[src/rtl/piso_pkg.sv]
// Shared types and helpers for the parallel-in/serial-out transmitter.
//   piso_state_t : two-state frame FSM encoding
//   cnt_width()  : bit-counter width for a given word width (never below 1)
package piso_pkg;

  typedef enum logic {
    IDLE  = 1'b0,
    SHIFT = 1'b1
  } piso_state_t;

  // Width of a counter that must hold 0..w-1.
  function automatic int unsigned cnt_width(input int unsigned w);
    return (w <= 2) ? 1 : $clog2(w);
  endfunction

endpackage

[src/rtl/piso_shift_reg.sv]
// Loadable shift register holding the bits of a word still to be sent.
//   clk, reset : clock, async active-high reset
//   load       : capture load_data (the bit sent first is dropped, it goes
//                straight to the output register in the parent)
//   shift_en   : advance by one bit, zero fill
//   load_data  : parallel word
//   first_bit  : bit of load_data that is transmitted first
//   tap        : bit that will be transmitted after the current one
module piso_shift_reg #(
  parameter int unsigned WIDTH     = 8,
  parameter bit          LSB_FIRST = 1'b0
) (
  input  logic             clk,
  input  logic             reset,
  input  logic             load,
  input  logic             shift_en,
  input  logic [WIDTH-1:0] load_data,
  output logic             first_bit,
  output logic             tap
);

  logic [WIDTH-1:0] q;

  assign first_bit = LSB_FIRST ? load_data[0] : load_data[WIDTH-1];
  assign tap       = LSB_FIRST ? q[0] : q[WIDTH-1];

  // Loaded pre-shifted by one so tap always presents the following bit.
  always_ff @(posedge clk or posedge reset) begin
    if (reset) begin
      q <= '0;
    end else if (load) begin
      q <= LSB_FIRST ? (load_data >> 1) : (load_data << 1);
    end else if (shift_en) begin
      q <= LSB_FIRST ? (q >> 1) : (q << 1);
    end
  end

endmodule

[src/rtl/piso_serializer.sv]
// Parallel-in/serial-out transmitter with valid/ready input and frame strobes.
//   clk, reset : clock, async active-high reset
//   in_data    : parallel word, sampled on accept (in_valid & in_ready)
//   in_valid   : in_data valid
//   in_ready   : can accept this cycle (combinational)
//   ser_out    : serial data bit (registered)
//   ser_valid  : ser_out carries a frame bit (registered)
//   ser_first  : first bit of a frame (registered)
//   ser_last   : last bit of a frame (registered)
//   busy       : frame in progress, equal to ser_valid (registered)
module piso_serializer #(
  parameter int unsigned WIDTH     = 8,
  parameter bit          LSB_FIRST = 1'b0
) (
  input  logic             clk,
  input  logic             reset,
  input  logic [WIDTH-1:0] in_data,
  input  logic             in_valid,
  output logic             in_ready,
  output logic             ser_out,
  output logic             ser_valid,
  output logic             ser_first,
  output logic             ser_last,
  output logic             busy
);

  import piso_pkg::*;

  localparam int unsigned   CW         = cnt_width(WIDTH);
  localparam logic [CW-1:0] CNT_LAST   = CW'(WIDTH - 1);
  localparam logic [CW-1:0] CNT_PENULT = CW'(WIDTH - 2);

  piso_state_t   state;
  piso_state_t   state_nxt;
  logic [CW-1:0] bit_cnt;
  logic [CW-1:0] bit_cnt_nxt;

  logic accept;
  logic at_last;
  logic shift_en;
  logic first_bit;
  logic tap;
  logic ser_out_nxt;
  logic ser_valid_nxt;
  logic ser_first_nxt;
  logic ser_last_nxt;

  piso_shift_reg #(
    .WIDTH     (WIDTH),
    .LSB_FIRST (LSB_FIRST)
  ) u_shift_reg (
    .clk       (clk),
    .reset     (reset),
    .load      (accept),
    .shift_en  (shift_en),
    .load_data (in_data),
    .first_bit (first_bit),
    .tap       (tap)
  );

  // State and bit counter.
  always_ff @(posedge clk or posedge reset) begin
    if (reset) begin
      state   <= IDLE;
      bit_cnt <= '0;
    end else begin
      state   <= state_nxt;
      bit_cnt <= bit_cnt_nxt;
    end
  end

  // Next state: a new word may only be taken in IDLE or on the last bit.
  always_comb begin
    state_nxt = state;
    case (state)
      IDLE:    if (accept) state_nxt = SHIFT;
      SHIFT:   if (at_last && !accept) state_nxt = IDLE;
      default: state_nxt = IDLE;
    endcase
  end

  // Handshake, shift control and next values of the registered outputs.
  always_comb begin
    at_last       = (state == SHIFT) && (bit_cnt == CNT_LAST);
    in_ready      = (state == IDLE) || at_last;
    accept        = in_valid && in_ready;
    shift_en      = (state == SHIFT) && !at_last;
    bit_cnt_nxt   = '0;
    ser_out_nxt   = 1'b0;
    ser_valid_nxt = accept || shift_en;
    ser_first_nxt = accept;
    ser_last_nxt  = shift_en && (bit_cnt == CNT_PENULT);
    if (shift_en) begin
      bit_cnt_nxt = bit_cnt + CW'(1);
    end
    if (accept) begin
      ser_out_nxt = first_bit;
    end else if (shift_en) begin
      ser_out_nxt = tap;
    end
  end

  // Output registers: the first bit leaves on the accepting edge itself.
  always_ff @(posedge clk or posedge reset) begin
    if (reset) begin
      ser_out   <= 1'b0;
      ser_valid <= 1'b0;
      ser_first <= 1'b0;
      ser_last  <= 1'b0;
      busy      <= 1'b0;
    end else begin
      ser_out   <= ser_out_nxt;
      ser_valid <= ser_valid_nxt;
      ser_first <= ser_first_nxt;
      ser_last  <= ser_last_nxt;
      busy      <= ser_valid_nxt;
    end
  end

endmodule

[config.mk]
export PLATFORM = sky130hd
export DESIGN_NAME = piso_serializer
export DESIGN_NICKNAME = d
export VERILOG_FILES = /design/src/rtl/piso_pkg.sv /design/src/rtl/piso_shift_reg.sv /design/src/rtl/piso_serializer.sv
export SDC_FILE = /design/constraint.sdc
export NUM_CORES = 1
export LEC_CHECK = 0
export ABC_AREA = 1
export BUFFER_PORTS_ARGS = -buffer_cell sky130_fd_sc_hd__clkbuf_2
export CAP_MARGIN = 5
export CORE_MARGIN = 1.5
export CORE_UTILIZATION = 45
export CTS_BUF_LIST = sky130_fd_sc_hd__clkbuf_8
export CTS_CLUSTER_SIZE = 20
export DETAILED_ROUTE_END_ITERATION = 10
export GPL_TIMING_DRIVEN = 1
export PLACE_DENSITY = 0.7
export SLEW_MARGIN = 40
export SYNTH_ARGS = -nofsm -noshare
export SYNTH_HDL_FRONTEND = slang
export SYNTH_HIERARCHICAL = 1
export SYNTH_SLANG_ARGS = --single-unit
[constraint.sdc]
create_clock -name clk -period 2.5 [get_ports clk]
set_clock_uncertainty 0.2 [all_clocks]
set_input_delay 0.25 -clock clk [delete_from_list [all_inputs] [get_ports clk]]
set_output_delay 0.25 -clock clk [all_outputs]
set_load 0.03 [all_outputs]
# ---- After elaboration in Yosys (flattened, before gate mapping)
# Index checks and enable logic that the tools add are counted.
dict set report totals {
  reg_bits 16
  out_inout_bits 6
  input_bits 11
  word_cells 29
}
dict set report classes {
  n_eq_ne 2
  mux 8
  bitwise_logic 1
  reduce_logical 10
  addsub 1
}
# operator count
set op_table {}
lappend op_table {{$mux 8} 2}
lappend op_table {{$eq 3x3->1 const B} 2}
lappend op_table {{$logic_and 1x1->1} 5}
lappend op_table {{$mux 1} 4}
lappend op_table {{$add 3x1->3 const B} 1}
lappend op_table {{$mux 3} 1}
lappend op_table {{$logic_not 1->1} 2}
lappend op_table {{$logic_or 1x1->1} 2}
lappend op_table {{$pmux 1 s2} 1}
lappend op_table {{$reduce_bool 2->1} 1}
lappend op_table {{$not 1->1} 1}

# ---- Longest topological paths before layout
dict set report logic_depth {
  depth_word 8
  ltp_mapped 8
  mapped_depth_nobuf 7
}

# ---- Cells and area by module
# Netlist, hierarchy kept.
# module cells_each area_per_inst_um2 instances seq_area_each_um2
set by_module_without_submodules {}
lappend by_module_without_submodules {piso_shift_reg 39 329.1 1 175.2}
lappend by_module_without_submodules {piso_serializer 31 322.8 1 200.2}

# ---- Worst setup path after synthesis
# No wires, ideal clock.
dict set report synth_timing {
  path_type {register -> register}
  from {reg bit_cnt[0]}
  to {reg u_shift_reg.q[7]}
  setup_ns 0.069
  path_stages_with_launch 9
  setup_slack_ns 0.669
  arrival_time_ns 1.562
  t_required_ns 2.231
  period_less_slack_ns 1.831
  path_buffers 1
  path_cell_list {dfrtp_1 ha_1 ha_1 nor2_2 nor2_1 buf_6 nor2_4 nand2_1 nand3_1}
}
dict set report synth_via {
  elab_chain_len 5
  elab_cells_between_ends 8
  cone_classes {eq/ne (1); mux (1); reduce/logical (6)}
}
# item line
set synth_lines {}
lappend synth_lines {{start, declared} piso_serializer.sv:35} ;# logic [CW-1:0] bit_cnt;
lappend synth_lines {{start signal, assigned} piso_serializer.sv:68} ;# bit_cnt <= bit_cnt_nxt;
lappend synth_lines {{$eq 3x3->1} piso_serializer.sv:84} ;# at_last = (state == SHIFT) && (bit_cnt == CNT_LAST);
lappend synth_lines {{$logic_and 1x1->1} piso_serializer.sv:84}
lappend synth_lines {{$logic_not 1->1} piso_serializer.sv:87} ;# shift_en = (state == SHIFT) && !at_last;
lappend synth_lines {{$logic_and 1x1->1} piso_serializer.sv:87}
lappend synth_lines {{net shift_en} piso_serializer.sv:40} ;# logic shift_en;
lappend synth_lines {{$reduce_bool 2->1 (no source line)} --}
lappend synth_lines {{end signal, assigned} piso_shift_reg.sv:32} ;# q <= LSB_FIRST ? (load_data >> 1) : (load_data << 1);
lappend synth_lines {{end signal, assigned} piso_shift_reg.sv:34} ;# q <= LSB_FIRST ? (q >> 1) : (q << 1);
lappend synth_lines {{end, declared} piso_shift_reg.sv:22} ;# logic [WIDTH-1:0] q;
# The timed path passes the listed nets, and every way through them passes these cells.
# A chain may end at the register's enable or synchronous reset.

# ---- Final worst setup path
dict set report layout_timing {
  from {reg bit_cnt[0]}
  to {reg u_shift_reg.q[4]}
}
# The elaborated chain is that of the path after synthesis.

==> flow_summary.toml <==
[clocking]
cts_buffer_depth = 2
clkTransAtPathRegs_ns = 0.06
clock-sinks = 15
htreeDepth = 1
cts_root_buf = "clkbuf_8"
clk_latency_ns = 0.23
cts_tree = "yes"
cts_buffers = 3
cts_resized = 0

[setup_path]
crit_type = "reg -> reg"
end_kind = "flop"
cp_max_fo = 10
cp-start-kind = "flop"
worstPathRequired_ns = 2.47
arrival_ns = 1.95

[die]
die_w_um = 41.1
die_area_um2 = 1690
core_um2 = 1330
die_y_um = 41.1
io_pins = 17
initial_utilization_pct = 48.9
rows = 13

[synthesis]
yosys_warnings = 6
ys_seq_area_share_pct = 57.6
yosys-top-cells-area = "dfrtp_1, nand2_1, nand3_1"
synth.top_cell.area_share_pct = 57.6
synth.largest_area_cell = "dfrtp_1"
synth_cell_types = 12
synth.avg_cell_area_um2 = 9.31
synth_cells = 70
ys_seq_elements = 15
netlist_area_um2 = 652
syn_nets = 84

[sta]
max_freq_mhz = 504
period_needed_ns = 1.98
setup_tns_ns = 0
hold_violations = 0
setup_viol = 0
timing.slew.headroom_pct = 74.6
drv_slew = 0
worstMarginPinSlew_ns = 0.380
rsz0062_at_grt = "no"
timing.hold.ws_ns = 0.0150
finalCritPeriodShare_pct = 79.4

[power_and_ir_drop]
leakagePower_uw = 0.000442
power_uw = 882
peakVddDrop_uv = 632
power_density_nw_per_um2 = 1120

[placement]
gp_congestion = 0.745
portBuffers = 16
dp_hpwl_um = 812

[routing]
firstDrtPassIters = 4
vias = 483
routedWlPerCell_um = 10.1
vias_per_cell = 4.64
final_antenna_net_count = 0
routed_wl_um = 1050
drt_iter0_drc = 7
drc = 0

[job]
cap_violations = 0

[final_layout]
syn2layout_area_growth_pct = 20.7
n_antenna_cell = 0
multi_input_area_um2 = 220
n_fill_cell = 112
regArea_um2 = 375
drive_gt1_share_pct = 27.0
finalNetCount = 104

[grt]
grt_pass1_wl_um = 1720
grt_pass1_vias = 398
grt_max_degree = 11
globalRoute.totalOverflow = 0
grtUsageTotal_pct = 15.8
grt_antenna_before_repair = 0

[min_path]
worstHoldPathType = "in -> reg"

[outcome]
outcome = "finished clean"
[registers in the layout (all words and copies together) (netlist names)]
signal / cells
state: 1
u_shift_reg/q: 7
ser_last: 1
bit_cnt: 3
ser_out: 1
ser_first: 1
busy: 1
[cell families after synthesis]
family                     count (synthesis)  share of synthesized area [%]
adders and majority gates                  3                           5.76
buffers and inverters                     11                           8.64
DFF                                       15                           57.6
and+or+nand+nor                           41                           28.0
[per-stage QoR]
stage / cells / setup slack [ns] / instance area (um2) / util, %
after floorplan: 70 / 0.669 / 652 / -
after global placement: 99 / 0.573 / 732 / 54.9
after detailed placement: 99 / 0.521 / 732 / 54.9
after CTS: 104 / 0.499 / 787 / 59.0
after global routing: 104 / 0.351 / 787 / 59.0
final: 104 / 0.515 / 787 / 59.0
[path summary, 6_finish.rpt]
check                           slack (ns)          endpoint  cells after the start        from
worst max-delay path                  0.52  u_shift_reg/q[4]                      8  bit_cnt[0]
worst min-delay path                  0.01  u_shift_reg/q[1]                      3  in_data[0]
worst max register to register        0.52  u_shift_reg/q[4]                      8  bit_cnt[0]
worst min register to register        0.27        bit_cnt[0]                      1  bit_cnt[0]
max in group asynchronous             1.58          ser_last                      3       reset
min in group asynchronous             0.29  u_shift_reg/q[2]                      3       reset
[where the power goes]
| group | switching (uW) | internal (uW) | leakage, uW |
|---|---|---|---|
| logic | 216 | 109 | 0.000226 |
| clock network | 72.3 | 108 | 0.0000269 |
| registers | 46.2 | 331 | 0.000189 |
[cell usage after synthesis]
library cell / number
nor2_1: 5
buf_6: 1
nand2_2: 1
inv_2: 1
dfrtp_1: 15
nor2_4: 1
buf_4: 2
inv_1: 7
nand3_1: 13
ha_1: 3
nand2_1: 20
nor2_2: 1
[critical path, stage by stage (launching register included)]
cell	delay (ns)
dfrtp_1	0.39
ha_1	0.20
ha_1	0.20
nor2_2	0.34
nor2_1	0.07
buf_4	0.18
nor2_4	0.18
nand2_1	0.07
nand3_1	0.08
[final cells by class]
cell class,instances,area share (%)
repair buffers,18,12.4
inverters,8,3.82
clock buffers,3,5.25
multi-input cells,44,28.0
clock inverters,1,0.477
flip-flops and latches,15,47.7
well taps,15,2.38
[per-layer routing]
layer	track usage, %	vias up	part of all wire, %
li1	-	255	-
met1	22.0	216	48
met2	23.0	10	46
met3	3.26	2	4.5
met4	7.50	0	1.1
met5	0	-	0
[layout by cell type (no fill, tap or decap)]
cell and instances:
buf_4 1, ha_1 3, inv_1 8, nand2_1 20, clkbuf_2 16, nand2_2 1
inv_2 1, nor2_4 1, nor2_2 1, nand3_1 13, dfrtp_1 15, clkbuf_8 3
dlygate4sd3_1 1, nor2_1 5
[timing repair]
action / 4_1_cts / 5_1_grt
hold endpoints to repair: 15 / 0
hold buffers: 1 / 0
buffers inserted: 0 / 0
Note: power is estimated with default switching activity, not from simulation.
